===== config.mk =====
export PLATFORM = sky130hd
export DESIGN_NAME = intersection_ctrl
export DESIGN_NICKNAME = d
export VERILOG_FILES = /design/src/rtl/intersection_pkg.sv /design/src/rtl/rr_pick.sv /design/src/rtl/intersection_ctrl.sv
export SDC_FILE = /design/constraint.sdc
export NUM_CORES = 1
export LEC_CHECK = 0
export BUFFER_PORTS_ARGS = -buffer_cell sky130_fd_sc_hd__buf_2
export CAP_MARGIN = 25
export CORE_AREA = 2 2 60 45
export DETAILED_ROUTE_END_ITERATION = 7
export DIE_AREA = 0 0 62 47
export PLACE_DENSITY = 0.72
export SETUP_SLACK_MARGIN = 0.1
export SKIP_LAST_GASP = 1
export SYNTH_ARGS = -nofsm -noshare
export SYNTH_HDL_FRONTEND = slang
export SYNTH_SLANG_ARGS = --single-unit

===== constraint.sdc =====
create_clock -name clk -period 1.6 [get_ports clk]
set_input_delay 0.16 -clock clk [delete_from_list [all_inputs] [get_ports clk]]
set_output_delay 0.16 -clock clk [all_outputs]
set_load 0.1 [all_outputs]

===== src/rtl/intersection_pkg.sv =====
`default_nettype none
// ----------------------------------------------------------------------
// intersection_pkg : phase encoding and counter-width helper
// Revision: 1.0
// ----------------------------------------------------------------------
package intersection_pkg;

  typedef logic [1:0] phase_t;

  localparam phase_t ST_ALLRED = 2'd0;
  localparam phase_t ST_GREEN  = 2'd1;
  localparam phase_t ST_YELLOW = 2'd2;

  // Smallest counter width able to reach the longest phase limit.
  function automatic int min_cnt_w(input int green_t, input int yellow_t, input int allred_t);
    int m;
    m = green_t;
    if (yellow_t > m) m = yellow_t;
    if (allred_t > m) m = allred_t;
    return (m < 1) ? 1 : $clog2(m + 1);
  endfunction

endpackage
`default_nettype wire


===== src/rtl/rr_pick.sv =====
`default_nettype none
// ----------------------------------------------------------------------
// rr_pick : first requesting approach after 'last', 'last' excluded
// Revision: 1.0
// ----------------------------------------------------------------------
module rr_pick #(
  parameter int N_DIR = 4
) (
  input  logic [N_DIR-1:0]         req,
  input  logic [$clog2(N_DIR)-1:0] last,
  output logic [$clog2(N_DIR)-1:0] grant,
  output logic                     grant_valid
);

  localparam int AW = $clog2(N_DIR);

  logic [N_DIR-1:0] rot;
  int               sum;

  // rot[k] is the request of approach (last + k) mod N_DIR
  assign rot = N_DIR'({req, req} >> last);

  // Descending scan so the nearest requester overwrites farther ones.
  always_comb begin
    grant       = last;
    grant_valid = 1'b0;
    sum         = 0;
    for (int k = N_DIR - 1; k >= 0; k--) begin
      if ((k != 0) && rot[k]) begin
        sum = int'(last) + k;
        if (sum >= N_DIR) sum = sum - N_DIR;
        grant       = AW'(sum);
        grant_valid = 1'b1;
      end
    end
  end

endmodule
`default_nettype wire


===== src/rtl/intersection_ctrl.sv =====
`default_nettype none
// ----------------------------------------------------------------------
// intersection_ctrl : N-approach round-robin traffic-light controller
// Revision: 1.0
// ----------------------------------------------------------------------
module intersection_ctrl
  import intersection_pkg::*;
#(
  parameter int N_DIR    = 4,
  parameter int GREEN_T  = 30,
  parameter int YELLOW_T = 5,
  parameter int ALLRED_T = 2,
  parameter int CNT_W    = 5
) (
  input  logic                     clk,
  input  logic                     reset,
  input  logic [N_DIR-1:0]         sensor,
  input  logic                     preempt,
  input  logic [$clog2(N_DIR)-1:0] preempt_dir,
  output logic [N_DIR-1:0]         red_n,
  output logic [N_DIR-1:0]         yellow_n,
  output logic [N_DIR-1:0]         green_n,
  output logic [1:0]               state,
  output logic [$clog2(N_DIR)-1:0] active,
  output logic [CNT_W-1:0]         counter
);

  localparam int AW = $clog2(N_DIR);
  localparam logic [CNT_W-1:0] GREEN_MAX  = CNT_W'(GREEN_T);
  localparam logic [CNT_W-1:0] YELLOW_MAX = CNT_W'(YELLOW_T);
  localparam logic [CNT_W-1:0] ALLRED_MAX = CNT_W'(ALLRED_T);

  if (CNT_W < min_cnt_w(GREEN_T, YELLOW_T, ALLRED_T)) begin : g_cnt_w_check
    $error("CNT_W too small for the configured phase times");
  end
  if (N_DIR < 2 || N_DIR > 8) begin : g_n_dir_check
    $error("N_DIR must be within 2..8");
  end

  logic [AW-1:0]    next_dir;
  logic [AW-1:0]    rr_grant;
  logic             rr_valid;
  logic             pre_valid;
  logic [N_DIR-1:0] sel;

  assign pre_valid = preempt && (32'(preempt_dir) < N_DIR);

  rr_pick #(.N_DIR(N_DIR)) u_rr_pick (
    .req         (sensor),
    .last        (active),
    .grant       (rr_grant),
    .grant_valid (rr_valid)
  );

  always_ff @(posedge clk or negedge reset) begin
    if (!reset) begin
      state    <= ST_ALLRED;
      active   <= '0;
      next_dir <= '0;
      counter  <= '0;
    end else begin
      case (state)
        ST_ALLRED: begin
          if (pre_valid) next_dir <= preempt_dir;
          if (counter == ALLRED_MAX) begin
            // a preempt in the final clearance cycle still wins
            active  <= pre_valid ? preempt_dir : next_dir;
            counter <= '0;
            state   <= ST_GREEN;
          end else begin
            counter <= counter + CNT_W'(1);
          end
        end
        ST_GREEN: begin
          if (pre_valid && (preempt_dir != active)) begin
            next_dir <= preempt_dir;
            counter  <= '0;
            state    <= ST_YELLOW;
          end else if (!pre_valid && (counter == GREEN_MAX) && rr_valid) begin
            next_dir <= rr_grant;
            counter  <= '0;
            state    <= ST_YELLOW;
          end else if (counter != GREEN_MAX) begin
            counter <= counter + CNT_W'(1);
          end
        end
        ST_YELLOW: begin
          if (pre_valid) next_dir <= preempt_dir;
          if (counter == YELLOW_MAX) begin
            counter <= '0;
            state   <= ST_ALLRED;
          end else begin
            counter <= counter + CNT_W'(1);
          end
        end
        default: begin
          counter <= '0;
          state   <= ST_ALLRED;
        end
      endcase
    end
  end

  // Lamps decode straight from registered phase/owner; red is lit whenever neither other lamp is.
  assign sel      = N_DIR'(1) << active;
  assign green_n  = (state == ST_GREEN)  ? ~sel : '1;
  assign yellow_n = (state == ST_YELLOW) ? ~sel : '1;
  assign red_n    = ~(green_n & yellow_n);

endmodule
`default_nettype wire


Yosys cells after proc, flatten, opt, wreduce, memory -nomap -nowiden
Cells that the tools add are included.
{ "word_totals": {"register_bits": 11, "in_bits": 9, "elab_cells": 66} }
{ "op_classes": {"n_reduce_logical": 10, "bitwise_logic": 3, "shift": 2, "mux": 26, "order_cmp": 3, "n_addsub": 7, "n_eq_ne": 11} }
{ "ops": {"columns": ["operator", "count"], "rows": [
  ["$mux W2", 13],
  ["$mux W5", 5],
  ["$pmux W5 S3", 1],
  ["$ge A3 B3 Y1 const B", 3],
  ["$mux W4", 2],
  ["$not A4 Y4", 2],
  ["$shr A8 B2 Y4", 1],
  ["$add A2 B2 Y3 const B", 2],
  ["$pmux W2 S3", 1],
  ["$sub A2 B1 Y2 const B", 3],
  ["$add A5 B1 Y5 const B", 1],
  ["$eq A5 B2 Y1 const B", 1],
  ["$eq A5 B3 Y1 const B", 1],
  ["$eq A5 B5 Y1 const B", 1],
  ["$ne A5 B5 Y1 const B", 1],
  ["$and A4 B4 Y4", 1],
  ["$ne A2 B2 Y1 const B", 2],
  ["$ne A4 B4 Y1 const B", 1],
  ["$pmux W2 S2", 1],
  ["$reduce_and A2 Y1", 2],
  ["$shl A1 B2 Y4 const A", 1],
  ["$add A2 B1 Y3 const B", 1],
  ["$logic_and A1 B1 Y1", 3],
  ["$mux W1", 3],
  ["9 further kinds", 9]
]} }

Depth between registers and ports, before layout
Gate-level depths: netlist (run 1).
{ "logic_depth": {"depth_word": 9, "ltp_mapped": 7} }

Cells and area by module
From an unflattened synthesis (run 1), not the netlist that was laid out.
{ "hier_totals": {"cells_unflattened": 110, "hier_area_um2": 915.9} }
{ "by_module_without_submodules": {"columns": ["module", "area_each_um2", "cells_each", "n_inst", "seq_area_each_um2"], "rows": [
  ["intersection_ctrl", 804.5, 93, 1, 275.3],
  ["rr_pick", 111.4, 17, 1, 0.0]
]} }

Worst setup path before layout (run 1)
Ideal clock, no wire load.
{ "synth_path": {"path_kind": "register to output", "startpoint": "register active[0]", "endpoint": "output port red_n[2]", "setup_slack_ns": -1.550, "t_arrival_ns": 2.990, "path_buffers": 1, "path_stages_with_launch": 6, "path_cell_list": "dfrtp_1 > buf_6 > inv_1 > ha_1 > nand2_1 > nand2_1"} }
{ "synth_between": {"elab_chain_len": 5} }
{ "synth_rtl": {"columns": ["item", "line", "source"], "rows": [
  ["start, declared", "intersection_ctrl.sv:24", "output logic [$clog2(N_DIR)-1:0] active,"],
  ["start signal, assigned", "intersection_ctrl.sv:67", "active <= pre_valid ? preempt_dir : next_dir;"],
  ["$shl A1 B2 Y4", "intersection_ctrl.sv:105", "assign sel = N_DIR'(1) << active;"],
  ["$not A4 Y4", "intersection_ctrl.sv:107", "assign yellow_n = (state == ST_YELLOW) ? ~sel : '1;"],
  ["$mux W4", "intersection_ctrl.sv:107", null],
  ["via yellow_n[2]", "intersection_ctrl.sv:21", "output logic [N_DIR-1:0] yellow_n,"],
  ["$and A4 B4 Y4", "intersection_ctrl.sv:108", "assign red_n = ~(green_n & yellow_n);"],
  ["$not A4 Y4", "intersection_ctrl.sv:108", null],
  ["end, declared", "intersection_ctrl.sv:20", "output logic [N_DIR-1:0] red_n,"]
]} }
The timed path passes the listed nets, and every way through them passes these cells.

Worst setup path in the final report (run 1)
{ "layout_path": {"startpoint": "register active[1]", "endpoint": "register next_dir[1]"} }
{ "layout_between": {"elab_chain_len": 9} }
{ "layout_rtl": {"columns": ["item", "line", "source"], "rows": [
  ["$add A2 B2 Y3", "rr_pick.sv:30", "sum = int'(last) + k;"],
  ["$ge A3 B3 Y1 / $sub A2 B1 Y2 (equally long branches)", "rr_pick.sv:31", "if (sum >= N_DIR) sum = sum - N_DIR;"],
  ["$mux W2", "rr_pick.sv:31", null],
  ["$mux W2 (3 in series)", "rr_pick.sv:29", "if ((k != 0) && rot[k]) begin"],
  ["$mux W2", "intersection_ctrl.sv:79", "end else if (!pre_valid && (counter == GREEN_MAX) && rr_valid) begin"],
  ["$mux W2", "intersection_ctrl.sv:75", "if (pre_valid && (preempt_dir != active)) begin"],
  ["$pmux W2 S2", "intersection_ctrl.sv:62", "case (state)"],
  ["end signal, assigned", "intersection_ctrl.sv:64", "if (pre_valid) next_dir <= preempt_dir;"],
  ["end signal, assigned", "intersection_ctrl.sv:76", "next_dir <= preempt_dir;"],
  ["end signal, assigned", "intersection_ctrl.sv:80", "next_dir <= rr_grant;"],
  ["end, declared", "intersection_ctrl.sv:40", "logic [AW-1:0] next_dir;"]
]} }
Several ways; a longest one is shown, not always the timed one. The select of a mux whose other input is x is not followed.
A chain may end at the register's enable or synchronous reset.

==> impl_summary.md, run 1 <==
Global routing
The most used routing layer in global routing is met2. The first global-routing pass estimated 6630 µm of wire. For met2 alone, demand over resource in global routing was 56.3%. The global routing usage on met1 is 39.4%. The global-route congestion overflow total is 0.

The largest net degree at the start of global routing is 12. The via count of the first global-routing pass is 1285. The met3 track demand over resource in global routing is 7.71%.

The number of antenna violations at the first check in global routing was 0. The total track usage is 32.6%.

Routing
Before antenna repair, the detailed router went through 4 iterations. The via total after detailed routing is 1439. For this block, the initial DRC count from the detailed router was 123.

After detailed routing, the total wire length is 5510 µm. The via-per-instance ratio is 6.20. For this run, design rule violations remaining after detail routing come to 0.

The remaining number of nets flagged by the antenna check after routing is 0. Dividing the detail-routed wire length by the instance count gives 23.7 µm.

STA
The slack of the critical path is -0.450 ns. For the pin with the worst max-slew slack, the measured transition is 0.492 ns. Setup repair after global routing could not meet its margin everywhere. The count of final setup violators is 23.

The max-slew violation count is 0. The post-route fraction of the period consumed by the critical path is 128%. Between clock sinks in the finished design, the worst skew comes to 0.00323 ns. The normalized max-slew margin is 66.8%. The worst hold-check slack is 0.178 ns. For this run, the top clock speed supported by timing is 488 MHz. The final critical delay including setup and external delays is 2.05 ns. The number of hold-slack violations in the final timing report is 0. The sum of negative setup slack is -4.04 ns.

Cells and area
The number of inserted filler cells in the final layout is 62. The layout overhead on the synthesized area is 118%. The final net count is 215. The count of antenna diodes in the layout is 0. The final instance count without filler cells is 232. The share of post-route cells with drive strength above 1 is 70.2%.

Placement
The total half-perimeter wirelength after legalization and detailed placement is 2440 µm. The minimum setup slack after placement is -0.268 ns. After detailed placement, the design holds a cell count of 202. The number of buffers added on ports is 29. Routability-driven placement finished with a final weighted congestion of 0.872.

Worst setup path
The kind of start point of the critical path is a flop. The critical register-to-register path startpoint is active[1]. The path type of the worst setup path is flop to flop. The required time of the worst setup path is 1.78 ns. STA classifies the critical path endpoint as a flop. The largest fanout of any net on the critical path is 4.

Data on the critical path arrives at its endpoint at 2.23 ns. The origin of the worst setup path is active[1].

Floorplanning
The number of cell rows is 15. In this run the vertical extent of the chip is 47 µm. The initial utilization of the core area, before any placement, comes to 43.1%. The die covers 0.00291 mm². After floorplanning, the core was sized to cover 0.00235 mm². In this run the count of I/O pins placed on the die edge is 30.

The horizontal die dimension is 62 µm.

CTS
The number of levels in the clock H-tree is 1. Clock tree synthesis found a total of 11 sinks. Clock-pin slew was measured on the worst setup and hold paths at 0.08 ns. The number of buffers added by the clock tree synthesis step is 3.

The later pin in the worst-skew pair is clocked with a latency of 0.29 ns. The number of buffers on the longest clock path is 2. The clock root buffer master is clkbuf_4. TritonCTS built the clock tree.

Status
The run finished, with violations left. The checks that failed: setup timing.

Synth
The fraction of registers with async set or reset after synthesis is 100%. After synthesis, flip-flops and latches occupy 27.2% of the total area. The cell count after synthesis came out at 119. The area of the mapped netlist is 0.00101 mm². Yosys mapped the design onto 43 distinct sky130hd cell types.

The largest total area in the synthesized netlist belongs to dfrtp_1. After synthesis, the cell types taking the most area are dfrtp_1, ha_1, nand2_1. The Yosys step of the flow raised 0 warnings.

In the post-synthesis netlist, the cell with the most instances is nand2_1. Synthesis produced a netlist with a net count of 135. In this run, synthesis inferred 0 flip-flops with an integrated enable. The synthesized area per cell is 8.51 µm².

The most used flip-flop cell after synthesis is dfrtp_1. Sorting the synthesized cells by how often they occur yields nand2_1, dfrtp_1, o21ai_0. Counting flops and latches in the post-synthesis netlist gives 11. The fraction of synthesized cell area taken by the top area cell type is 27.2%.

Pwr
VDD sags by at most 0.00179 V. In this run the power density over the cells is 2260 mW/mm². The analysis attributes to cell leakage a power of 0.975 nW.

Job
The number of maximum-capacitance violations is 0.

Worst hold path
In this run the most critical hold path is launched from preempt_dir[0]. The min-delay analysis places its worst path in the category input port to flop.
timing repair:
action	4_1_cts	5_1_grt
gates resized for setup	33	20
hold buffers	1	0
setup endpoints to repair	25	23
buffers inserted	18	8
hold endpoints to repair	11	0
pin swaps	22	21
gates cloned	0	0
power by group:
group	internal (mW)	switching [mW]
clock network	0.0972	0.118
logic	1.58	2.54
registers	0.450	0.201
total	2.13	2.86
area by class of cell:
class / count / area (µm²) / share of cell area, %
Clock buffer: 4 / 26.3 / 1.19
Sequential cell: 11 / 304 / 13.8
Tap cell: 34 / 42.5 / 1.93
Timing Repair Buffer: 79 / 778 / 35.3
Inverter: 6 / 30.0 / 1.36
Multi-Input combinational cell: 98 / 1020 / 46.4
worst max-delay path, cell delays in order (launching register included):
cell      delay [ns]
dfrtp_4         0.51
buf_4           0.15
o311ai_0        0.47
o211ai_1        0.21
a221o_1         0.33
o211ai_1        0.26
path summary, 6_finish.rpt:
check	end	depth (start not counted)	slack, ns
max	next_dir[1]	5	-0.45
min	next_dir[0]	3	0.18
max reg2reg	next_dir[1]	5	-0.45
min reg2reg	active[0]	2	0.64
max in group asynchronous	state[1]	2	1.09
min in group asynchronous	counter[1]	2	0.27
kinds of logic (layout without fill, tap and decap cells):
family | count (synthesis) | count (layout) | synth area share [%]
and+or+nand+nor | 48 | 48 | 24.4
xor gates and xnor gates | 5 | 5 | 5.07
adders and majority gates | 7 | 7 | 8.65
DFF | 11 | 11 | 27.2
AOI/OAI and AO/OA | 32 | 32 | 23.5
buffers and inverters | 10 | 89 | 5.31
muxes | 6 | 6 | 5.93
routing by layer:
metal  vias up  part of all wire [%]
li1        591                     -
met1       670                    35
met2       135                    47
met3        43                    11
met4         0                   7.2
met5         -                     0
flip-flops by register name, indices dropped and copies added, names as in the netlist:
name	cells
active	2
counter	5
next_dir	2
state	2
cell usage in the layout (no fill, tap or decap), drive strengths merged, types with 2 or more instances in the layout:
| cell type | synthesis | final |
|---|---|---|
| a211oi | 2 | 2 |
| a21oi | 4 | 4 |
| a32oi | 2 | 2 |
| buf | 3 | 78 |
| clkbuf | 1 | 4 |
| dfrtp | 11 | 11 |
| ha | 7 | 7 |
| inv | 6 | 6 |
| mux2i | 6 | 6 |
| nand2 | 22 | 22 |
| nand2b | 3 | 3 |
| nand3 | 5 | 5 |
| nand3b | 2 | 2 |
| nor2 | 6 | 6 |
| nor2b | 2 | 2 |
| nor3 | 2 | 2 |
| nor3b | 2 | 2 |
| o211ai | 3 | 3 |
| o21ai | 9 | 9 |
| o2bb2ai | 2 | 2 |
| or2 | 2 | 2 |
| xor2 | 4 | 4 |
metrics by stage:
stage | utilization (%) | power, mW | cell area (µm²)
after global routing | 93.9 | 5.12 | 2200
final | 93.9 | 4.98 | 2200
after floorplan | - | 2.73 | 1200
after global placement | 73.3 | 3.49 | 1720
after CTS | 87.1 | 4.32 | 2040
after detailed placement | 73.3 | 3.56 | 1720
No activity file was read; power rests on OpenSTA's default activity.
==> run 2: changes to the inputs <==
--- a/config.mk
+++ b/config.mk
@@ -7,12 +7,14 @@
 export LEC_CHECK = 0
 export BUFFER_PORTS_ARGS = -buffer_cell sky130_fd_sc_hd__buf_2
 export CAP_MARGIN = 25
-export CORE_AREA = 2 2 60 45
+export CORE_AREA = 2 2 58 44
 export DETAILED_ROUTE_END_ITERATION = 7
-export DIE_AREA = 0 0 62 47
-export PLACE_DENSITY = 0.72
+export DIE_AREA = 0 0 60 46
+export GPL_ROUTABILITY_DRIVEN = 0
+export PLACE_DENSITY = 0.71
 export SETUP_SLACK_MARGIN = 0.1
 export SKIP_LAST_GASP = 1
 export SYNTH_ARGS = -nofsm -noshare
 export SYNTH_HDL_FRONTEND = slang
+export SYNTH_HIERARCHICAL = 1
 export SYNTH_SLANG_ARGS = --single-unit
==> run 2 against run 1 <==
Compared with the run above: the run still ends with setup timing left; cell count decreased by 13%; sequential cell count unchanged; clock skew shrank 0.0013 ns; first-iteration DRC count fell by 43%; clock-buffer cell count did not move; sequential share of layout area up 2.7 points; final area fell by 17%; global-route usage decreased by 4.2 points; critical path type unchanged; critical endpoint is now counter[0].
==> impl_summary.md, run 2 <==
Status
The flow ran to the end, but the final reports show violations. The checks that failed: setup timing.

Routing
After detailed routing, the average wire length per cell comes to 18.3 µm. The detailed-routing iteration count for the pre-antenna-repair pass is 4. In the routed design, unresolved DRC markers number 0. The detail route stage leaves a number of antenna-violating nets equal to 0. The number of DRC violations after detailed-routing iteration 0 is 70. The via total after detailed routing is 1120.

The routed wire length is 3700 µm. The via-per-instance ratio is 5.54.

Synth
Sorting the synthesized cells by how often they occur yields nand2_1, dfrtp_1, a21oi_1, nand3_1, o21ai_1. The average instance in the mapped netlist occupies 8.33 µm². For this run, the number of Yosys warnings is 6. The synthesized netlist devotes 29.6% of its cell area to simple gates.

The top flip-flop cell by instance count after synthesis is dfrtp_1. Summing the areas of all xor and xnor instances in the mapped netlist gives 4.78% of the synthesized area. Multiplexer cells account for 4.37% of the synthesized area. The post-synthesis net count is 122. Yosys attributes the largest share of cell area to dfrtp_1, nand2_1, mux2i_1. The combinational family with the most area after synthesis is simple AND/OR/NAND/NOR gates. By instance count, the leading cell after synthesis is nand2_1. The unique cell type count in the Yosys netlist is 35. The number of instances in the synthesized netlist is 110. In the synthesized netlist the async set-or-reset flop fraction comes to 100%. Of all cell types, the one taking the most synthesized area is dfrtp_1. The area of the mapped netlist is 916 µm². The flip-flop and latch count after synthesis is 11. The fraction of the mapped netlist area in adder cells is 4.10%.

Sequential elements use 30.1% of the synthesized area. The number of enable flip-flop cells after synthesis is 0. The synthesized design devotes to its leading area cell type 30.1% of total area. The fraction of the mapped netlist area in compound gates is 21.7%.

Placement
Once placement completed, the tool counted placed cells totaling 189. The wire-length estimate of the detail-placed layout is 2220 µm. During placement, the flow inserted port buffers numbering 29.

CTS
The clock-pin slew on the worst setup and hold paths is 0.08 ns. The TritonCTS clock tree is yes. The tree is rooted in a clkbuf_4. The total number of clock tree sinks is 11. CTS built an H-tree with a depth of 1. The clock reaches the later pin of the worst-skew pair after 0.29 ns. No sink is reached through more buffers than the 2 on the longest clock path. The number of clock buffers added by TritonCTS is 3.

STA
Counting I/O delays and the setup requirement, the final critical path takes 1.82 ns. The post-route fraction of the period consumed by the critical path is 114%. Clock skew on the completed layout was measured at 0.00195 ns.

For the pin with the worst max-slew slack, the measured transition is 0.503 ns. Setup repair after global routing could not meet its margin everywhere. The max-slew violation count is 0. The worst pin sits at a relative slew slack of 66.7%. The slack of the critical path is -0.224 ns. The number of hold-slack violations in the final timing report is 0. The count of final setup violators is 21. The top achievable clock speed is 548 MHz.

Floorplanning
The chip height is 46 µm. In this run the standard cell core region covers 0.00227 mm². The number of primary I/O pins is 30.

The initialized floorplan defines 15 standard-cell rows. The die covers 0.00276 mm². The initial core utilization is 40.3%.

The horizontal die dimension is 60 µm.

Global routing
The global-route congestion overflow total is 0. The via count of the first global-routing pass is 1119. The largest net degree at the start of global routing is 16. The number of antenna violations at the first check in global routing is 0. The first global-routing pass estimated 5530 µm of wire. Global routing used 28.5% of the available tracks across all layers.

Cells and area
The final instance count without filler cells is 202. Leaving out fill and tap cells, the most frequent cells in the layout are buf_4, buf_2, buf_12, nand2_4, nand2_1. The number of inserted filler cells in the final layout is 124. The end-of-flow core utilization is 80.6%. Relative to the synthesized area, the layout overhead comes to 99.9%. In the final layout, the share of cells above drive strength 1 is 64.9%. counter holds more flip-flops than any other register.

The register with the most flip-flops in the layout has 5 of them. The commonest non-fill, non-tap cell in the layout is buf_4. The count of antenna diodes in the layout is 0. At the end of the flow, the number of nets in the layout was 181.

Worst setup path
At the worst endpoint, the arrival time is 2.00 ns. The path type of the worst setup path is flop to flop. The critical register-to-register path startpoint is active[0]. The destination of the worst register-to-register timing path is counter[0]. The required time of the worst setup path is 1.78 ns. Along the worst path, the maximum fanout reaches 5. Setup slack on the worst reg-to-reg path comes out at -0.22 ns. The critical path capture point type is a flop. STA classifies the critical path startpoint as a flop.

The worst register-to-register path has a depth of 7.

Job
The tool flagged a number of max-cap violations equal to 0.

Worst hold path
The start point of the worst hold path is preempt_dir[0]. The tightest min-delay check is of the input port to flop type. The sink of the worst hold path is next_dir[0]. The number of cells traversed by the worst hold path is 3.
run 2: changes by cell type in the layout (fill, tap and decap cells not counted), moves of 3 or more:
cell | previous run | this run
a21oi_1 | 1 | 5
a31oi_1 | 0 | 3
buf_4 | 38 | 25
buf_6 | 10 | 4
ha_4 | 5 | 1
o211ai_1 | 3 | 0
run 2: cells by family after synthesis:
| family | Yosys count |
|---|---|
| XOR/XNOR | 5 |
| adder cells (fa/ha/maj) | 3 |
| AND/OR/NAND/NOR | 50 |
| AO/OA/AOI/OAI | 30 |
| buffers and inverters | 7 |
| flip-flops | 11 |
| multiplexers | 4 |
run 2: how the worst max path moves through the flow:
stage                   start  cells after the start          to  slack, ns
finish              active[0]                      7  counter[0]      -0.22
global route        active[0]                      7  counter[0]      -0.28
CTS                 active[0]                      7  counter[1]      -0.14
detailed placement  active[0]                      7  counter[0]      -0.26
global placement    active[0]                      7  counter[1]      -0.18
floorplan           active[1]                      8  counter[1]      -0.39
run 2: metal layers:
layer	track usage [%]	wire length, µm	up-vias
li1	-	-	512
met1	37.0	1630	548
met2	43.5	1750	50
met3	9.38	233	10
met4	12.0	87	0
met5	0	0	-
run 2: repair_timing:
action | CTS | global route
hold buffers | 1 | 0
hold endpoints to repair | 11 | 0
pin swaps | 11 | 5
setup endpoints to repair | 24 | 25
gates cloned | 0 | 0
buffers inserted | 7 | 1
resized for setup | 21 | 18
run 2: area by class of cell:
class,instances,area (µm²),area share [%]
clock buffers,4,26.3,1.44
inverters,3,13.8,0.752
multi-input cells,92,866,47.3
flip-flops and latches,11,302,16.5
well taps,34,42.5,2.32
repair buffers,58,581,31.7
run 2: stage by stage:
step / hold slack, ns / cell area, µm² / setup WS [ns] / setup TNS (ns)
detailed placement: 0.0505 / 1560 / -0.258 / -1.39
global route: 0.242 / 1830 / -0.283 / -4.03
global placement: 0.0417 / 1560 / -0.181 / -1.04
finish: 0.190 / 1830 / -0.224 / -3.02
floorplan: -0.136 / 1110 / -0.391 / -3.47
CTS: 0.204 / 1760 / -0.144 / -2.12
run 2: critical path, stage by stage (launching register included):
cell	delay, ns
dfrtp_4	0.52
nor3_4	0.16
a22oi_2	0.12
a2bb2oi_2	0.18
nor2b_4	0.15
or3_4	0.36
o21ai_2	0.15
o21ai_2	0.08
Power of run 2 is not shown: default switching activity piles up to over one toggle a cycle in this logic, so the estimate is an artifact.
